===== src/rtl/fetch_unit_pkg.sv =====
// Shared definitions for the instruction fetch stage.
//   - datapath widths (address, instruction, opcode)
//   - default conditional-branch opcode and predictor reset value
//   - bit positions of the ALU->fetch resolution bus and the fetch->CU bus
//   - sat_update(): 2-bit saturating counter step used by the predictor
package fetch_unit_pkg;

  localparam int ADDR_W  = 8;
  localparam int INSTR_W = 32;
  localparam int OPC_W   = 4;

  localparam logic [OPC_W-1:0] BRANCH_OPCODE_DEFAULT = 4'b0110;

  // Counter encoding: 00 strong-NT, 01 weak-NT, 10 weak-T, 11 strong-T.
  localparam logic [1:0] BHT_RESET = 2'b01;

  // alu_fetch_interface field positions
  localparam int ALU_W           = 19;
  localparam int ALU_FLUSH_BIT   = 0;
  localparam int ALU_BR_ADDR_LSB = 1;
  localparam int ALU_NT_ADDR_LSB = 9;
  localparam int ALU_IS_COND_BIT = 17;
  localparam int ALU_TAKEN_BIT   = 18;

  // fetch_cu_interface field positions
  localparam int CU_W          = 50;
  localparam int CU_INSTR_LSB  = 0;
  localparam int CU_ALT_LSB    = 32;
  localparam int CU_PC_LSB     = 40;
  localparam int CU_PRED_BIT   = 48;
  localparam int CU_VALID_BIT  = 49;

  // One training step of a 2-bit counter; clamps at both ends.
  function automatic logic [1:0] sat_update(input logic [1:0] ctr, input logic taken);
    logic [1:0] res;
    res = ctr;
    if (taken && ctr != 2'b11)
      res = ctr + 2'd1;
    else if (!taken && ctr != 2'b00)
      res = ctr - 2'd1;
    return res;
  endfunction

endpackage


===== src/rtl/branch_history_table.sv =====
// Array of 2-bit saturating branch predictor counters.
//   clk, rst      : clock, asynchronous active-high reset (all counters -> 01)
//   rd_idx/rd_ctr : combinational read port, returns the current counter value
//   train_*       : synchronous training port; when train_valid is high the
//                   entry at train_idx steps toward taken/not-taken at the edge
module branch_history_table
  import fetch_unit_pkg::*;
#(
  parameter int ENTRIES = 16,
  localparam int IDX_W  = $clog2(ENTRIES)
) (
  input  logic             clk,
  input  logic             rst,
  input  logic [IDX_W-1:0] rd_idx,
  output logic [1:0]       rd_ctr,
  input  logic             train_valid,
  input  logic [IDX_W-1:0] train_idx,
  input  logic             train_taken
);

  logic [1:0] ctr_q [ENTRIES];
  logic [1:0] ctr_d [ENTRIES];

  // Read sees the registered value, so a same-cycle train of the same entry
  // only becomes visible after the edge.
  assign rd_ctr = ctr_q[rd_idx];

  always_comb begin
    ctr_d = ctr_q;
    if (train_valid)
      ctr_d[train_idx] = sat_update(ctr_q[train_idx], train_taken);
  end

  // NOTE: this array is flops, not RAM, so it can and must be reset: every
  // entry starts weak-NT rather than at an arbitrary power-up value.
  always_ff @(posedge clk or posedge rst) begin
    if (rst) begin
      for (int i = 0; i < ENTRIES; i++)
        ctr_q[i] <= BHT_RESET;
    end else begin
      ctr_q <= ctr_d;
    end
  end

endmodule


===== src/rtl/fetch_unit.sv =====
// Instruction fetch stage with a 2-bit dynamic branch predictor.
//   clk, rst              : clock, asynchronous active-high reset
//   alu_fetch_interface   : branch resolution from the ALU
//                           {taken, is_cond, alt_addr[7:0], br_addr[7:0], flush}
//   instr_mem_in          : instruction word at instr_mem_address_out (same cycle)
//   stall_in              : hold PC and the output register
//   instr_mem_address_out : current PC
//   fetch_cu_interface    : registered {valid, prediction, pc, alternate, instruction}
module fetch_unit
  import fetch_unit_pkg::*;
#(
  parameter int               BHT_ENTRIES   = 16,
  parameter logic [OPC_W-1:0] BRANCH_OPCODE = BRANCH_OPCODE_DEFAULT
) (
  input  logic               clk,
  input  logic               rst,
  input  logic [ALU_W-1:0]   alu_fetch_interface,
  input  logic [INSTR_W-1:0] instr_mem_in,
  input  logic               stall_in,
  output logic [ADDR_W-1:0]  instr_mem_address_out,
  output logic [CU_W-1:0]    fetch_cu_interface
);

  localparam int IDX_W = $clog2(BHT_ENTRIES);

  logic [ADDR_W-1:0] pc_q, pc_d;
  logic [CU_W-1:0]   out_q, out_d;

  logic              flush;
  logic [ADDR_W-1:0] redirect_addr;
  logic [ADDR_W-1:0] train_addr;
  logic              train_valid;
  logic              train_taken;

  logic [1:0]        bht_ctr;
  logic              is_branch;
  logic              pred_taken;
  logic [ADDR_W-1:0] target;
  logic [ADDR_W-1:0] pc_inc;
  logic [ADDR_W-1:0] next_pc;
  logic [ADDR_W-1:0] alt_addr;

  assign flush         = alu_fetch_interface[ALU_FLUSH_BIT];
  assign redirect_addr = alu_fetch_interface[ALU_NT_ADDR_LSB +: ADDR_W];
  assign train_addr    = alu_fetch_interface[ALU_BR_ADDR_LSB +: ADDR_W];
  assign train_valid   = alu_fetch_interface[ALU_IS_COND_BIT];
  assign train_taken   = alu_fetch_interface[ALU_TAKEN_BIT];

  branch_history_table #(
    .ENTRIES (BHT_ENTRIES)
  ) u_bht (
    .clk         (clk),
    .rst         (rst),
    .rd_idx      (pc_q[IDX_W-1:0]),
    .rd_ctr      (bht_ctr),
    .train_valid (train_valid),
    .train_idx   (train_addr[IDX_W-1:0]),
    .train_taken (train_taken)
  );

  // Prediction: only a branch with a taken-leaning counter leaves the
  // sequential path; the path not followed becomes the alternate address.
  // Non-branches carry PC+1 as alternate so the field is never stale.
  assign is_branch  = (instr_mem_in[INSTR_W-1 -: OPC_W] == BRANCH_OPCODE);
  assign target     = instr_mem_in[ADDR_W-1:0];
  assign pc_inc     = pc_q + ADDR_W'(1);
  assign pred_taken = is_branch & bht_ctr[1];
  assign next_pc    = pred_taken ? target : pc_inc;
  assign alt_addr   = (is_branch && !pred_taken) ? target : pc_inc;

  // Priority flush > stall > normal. A flush wins even while stalled.
  // NOTE: pc_d/out_d default to their held values first, so every path
  // assigns them and no latch is inferred.
  always_comb begin
    pc_d  = pc_q;
    out_d = out_q;
    if (flush) begin
      pc_d  = redirect_addr;
      out_d = '0;
    end else if (!stall_in) begin
      pc_d                                = next_pc;
      out_d[CU_VALID_BIT]                 = 1'b1;
      out_d[CU_PRED_BIT]                  = pred_taken;
      out_d[CU_PC_LSB +: ADDR_W]          = pc_q;
      out_d[CU_ALT_LSB +: ADDR_W]         = alt_addr;
      out_d[CU_INSTR_LSB +: INSTR_W]      = instr_mem_in;
    end
  end

  // NOTE: state registers use non-blocking assignments so all flops update
  // together at the edge, independent of statement order.
  always_ff @(posedge clk or posedge rst) begin
    if (rst) begin
      pc_q  <= '0;
      out_q <= '0;
    end else begin
      pc_q  <= pc_d;
      out_q <= out_d;
    end
  end

  assign instr_mem_address_out = pc_q;
  assign fetch_cu_interface    = out_q;

endmodule

===== config.mk =====
export PLATFORM = sky130hd
export DESIGN_NAME = fetch_unit
export DESIGN_NICKNAME = d
export VERILOG_FILES = /design/src/rtl/fetch_unit_pkg.sv /design/src/rtl/branch_history_table.sv /design/src/rtl/fetch_unit.sv
export SDC_FILE = /design/constraint.sdc
export NUM_CORES = 1
export LEC_CHECK = 0
export CORE_MARGIN = 2
export CORE_UTILIZATION = 35
export CTS_BUF_LIST = sky130_fd_sc_hd__clkbuf_2 sky130_fd_sc_hd__clkbuf_4 sky130_fd_sc_hd__clkbuf_8
export CTS_CLUSTER_DIAMETER = 50
export DETAILED_ROUTE_END_ITERATION = 8
export GPL_ROUTABILITY_DRIVEN = 0
export GPL_TIMING_DRIVEN = 0
export SETUP_SLACK_MARGIN = 0.02
export SLEW_MARGIN = 20
export SYNTH_ARGS = -nofsm -noshare
export SYNTH_HDL_FRONTEND = slang
export SYNTH_SLANG_ARGS = --single-unit

===== constraint.sdc =====
create_clock -name clk -period 5.2 [get_ports clk]
set_clock_uncertainty 0.15 [all_clocks]
set_input_delay 0.78 -clock clk [delete_from_list [all_inputs] [get_ports clk]]
set_output_delay 0.78 -clock clk [all_outputs]
set_load 0.03 [all_outputs]

==> results.toml <==
[clocking]
path_clk_slew_ns = 0.08
cts_tree = "built"
clock_latency_ns = 0.36
cts_sinks = 90
cts_root_buf = "clkbuf_8"
cts_resized = 0
cts_buffer_depth = 2
postCtsSetupBuffers = 0
cts_buffers = 9
ctsHoldBuffers = 0
cts_max_level = 3

[worst_setup_path]
path_cells = "clkdlybuf4s50_1, buf_2, mux4_2, a211oi_2, nand2b_1, inv_1, ha_1, mux2i_1, nor2_1, a21o_1, nor2_1, a21oi_1"
setup.worst_path.start_class = "primary input"
critPathMaxStageDelay_ns = 0.55
crit_required_ns = 5.28
crit_fanout = 10
cpMostUsedCell = "nor2_1"
crit_arrival_ns = 4.17
end_kind = "flop"
crit_type = "primary input to flop"
crit_slowest_cell = "mux4_2"

[floorplan]
ios = 112
fp-row-count = 41
core-area_um2 = 12600
fp.dieH_um = 118
die-area_um2 = 13800
die_w_um = 118
initial_core_util = 0.357

[placement]
io_buffers = 105
dp.cells = 683
place_area_um2 = 5810
hpwlAfterDp_um = 8460

[sta]
period_minus_slack_ns = 4.10
hold_ws_ns = 0.354
rsz0062_at_grt = "no"
maxSlewHeadroom = 0.413
tightest_slew_ns = 0.880
finalMaxSlewViolations = 0
final_hold_viol_count = 0
fin_tns_setup_ns = 0
fmax_mhz = 244
fin_crit_sh = 0.788
setup_violations = 0

[routing]
wl_um = 11200
wire_per_inst_um = 16.1
viasPerCell = 4.97
ant_nets = 0
via_count = 3464
drt_iter0_drc = 166
dr.pass1.iters = 4
drc_errors = 0

[global_routing]
track_usage = 0.171
grt_pass1_wl_um = 18700
grt_pass1_vias = 3597
antenna_found_initial = 0
gr-total-overflow = 0
grt_start_max_net_pins = 69

[synthesis]
synth_edf_count = 0
syn_inst = 405
yosysUniqueCellTypes = 43
syn-num-nets = 462
synth_top_area_share = 0.411
yosys-top-cells-count = "dfrtp_1 (74), nor2_1 (68), mux2i_1 (56)"
synth_area_um2 = 4510
synth_ff_type = "dfrtp_1"
synth_area_leaders = "dfrtp_1 (41%), mux2i_1 (12%), dfstp_2 (9.3%), nor2_1 (5.7%), mux2_2 (5.5%)"
yosysWarnings = 0
avgSynthCellArea_um2 = 11.1
synth-seq-cells = 90
synth_top_area_cell = "dfrtp_1"
async_flop_share = 1.00
yosysSeqAreaShare = 0.504
synth_most_common_cell = "dfrtp_1"

[final_layout]
num_antenna_cells = 0
final_layout_size_suffix_gt1_frac = 0.141
area_growth_pct = 32.8
fin_area_um2 = 5990
fin_cells = 697
nets = 579
fin_util = 0.475

[power_and_ir_drop]
p_per_area_nw_per_um2 = 357
ir_drop_uv = 128
p_leak_nw = 2.56

[flow_run]
cap_violations = 0

[worst_hold_path]
hold_class = "flop to flop"

[outcome]
status = "complete, no violations"
==> logic make-up after synthesis <==
group                      Yosys count  share of synthesized area
xor gates and xnor gates             5                    0.00971
adders and majority gates            3                    0.00832
buffers and inverters               31                     0.0330
and+or+nand+nor                    140                      0.138
muxes                               91                      0.237
AOI/OAI and AO/OA                   45                     0.0702
DFF                                 90                      0.504
==> layout by cell type, fill, tap and decap left out, types with 3 or more instances in the layout <==
| cell type | netlist | final |
|---|---|---|
| clkdlybuf4s50_1 | 0 | 105 |
| and2_1 | 5 | 5 |
| nand2b_1 | 4 | 4 |
| ha_1 | 3 | 3 |
| inv_1 | 6 | 5 |
| xor2_1 | 4 | 4 |
| mux2_2 | 22 | 22 |
| nor2_1 | 68 | 68 |
| mux4_2 | 10 | 10 |
| mux2i_1 | 56 | 56 |
| nor2b_1 | 4 | 4 |
| mux2_1 | 3 | 3 |
| buf_1 | 3 | 3 |
| o21ai_0 | 9 | 9 |
| clkbuf_8 | 0 | 10 |
| nand3b_1 | 5 | 5 |
| nand2_1 | 31 | 31 |
| nand3_1 | 8 | 8 |
| or3_1 | 5 | 5 |
| a21oi_1 | 15 | 15 |
| clkbuf_1 | 16 | 16 |
| nor3_1 | 5 | 5 |
| dfstp_2 | 16 | 16 |
| dfrtp_1 | 74 | 74 |
| o211ai_1 | 4 | 4 |
| o21ai_1 | 3 | 3 |
==> power by group <==
group	total, mW	switching [mW]	internal (mW)
Clock	0.468	0.241	0.227
Combinational	0.673	0.339	0.334
Sequential	0.999	0.105	0.894
==> worst max-delay path: cells and delay by family <==
kind            cells  cell delay, ns
mux                 2            0.93
buf+inv             3            0.86
compound gates      3            0.73
simple gates        3            0.66
fa+ha+maj           1            0.20
==> flip-flops by register name, summed over array words and instances (netlist names) <==
name                   cells
fetch_cu_interface        50
u_bht.ctr_q               32
instr_mem_address_out      8
==> area by class of cell <==
class	instances	area, um2
fill	1200	6630
sequential	90	2270
multi-input combinational	284	2090
timing repair buffer	106	1080
tap	172	215
clock buffer	10	138
buffer	25	126
clock inverter	4	43.8
inverter	6	27.5
==> routing by layer <==
metal / track usage / vias up / wire [um]
met5: 0 / - / 0
met4: 0.0655 / 0 / 205
met3: 0.0344 / 12 / 548
met2: 0.276 / 87 / 5460
met1: 0.227 / 1714 / 5040
li1: - / 1651 / -
==> worst paths after layout <==
path / startpoint / end / slack (ns) / cells after the start
max: alu_fetch_interface[1] / u_bht.ctr_q[19] / 1.10 / 12
min: fetch_cu_interface[34] / fetch_cu_interface[34] / 0.35 / 2
max reg2reg: u_bht.ctr_q[31] / u_bht.ctr_q[19] / 1.89 / 10
min reg2reg: fetch_cu_interface[34] / fetch_cu_interface[34] / 0.35 / 2
max in group asynchronous: rst / u_bht.ctr_q[12] / 3.70 / 3
min in group asynchronous: rst / fetch_cu_interface[22] / 0.57 / 2
==> through the flow <==
step | power, mW | setup slack (ns)
floorplan | 1.45 | 1.75
global placement | 1.67 | 0.479
detailed placement | 1.69 | 0.670
CTS | 2.16 | 1.06
global route | 2.27 | 0.786
finish | 2.14 | 1.10
Power figures use the tool's default switching activity.
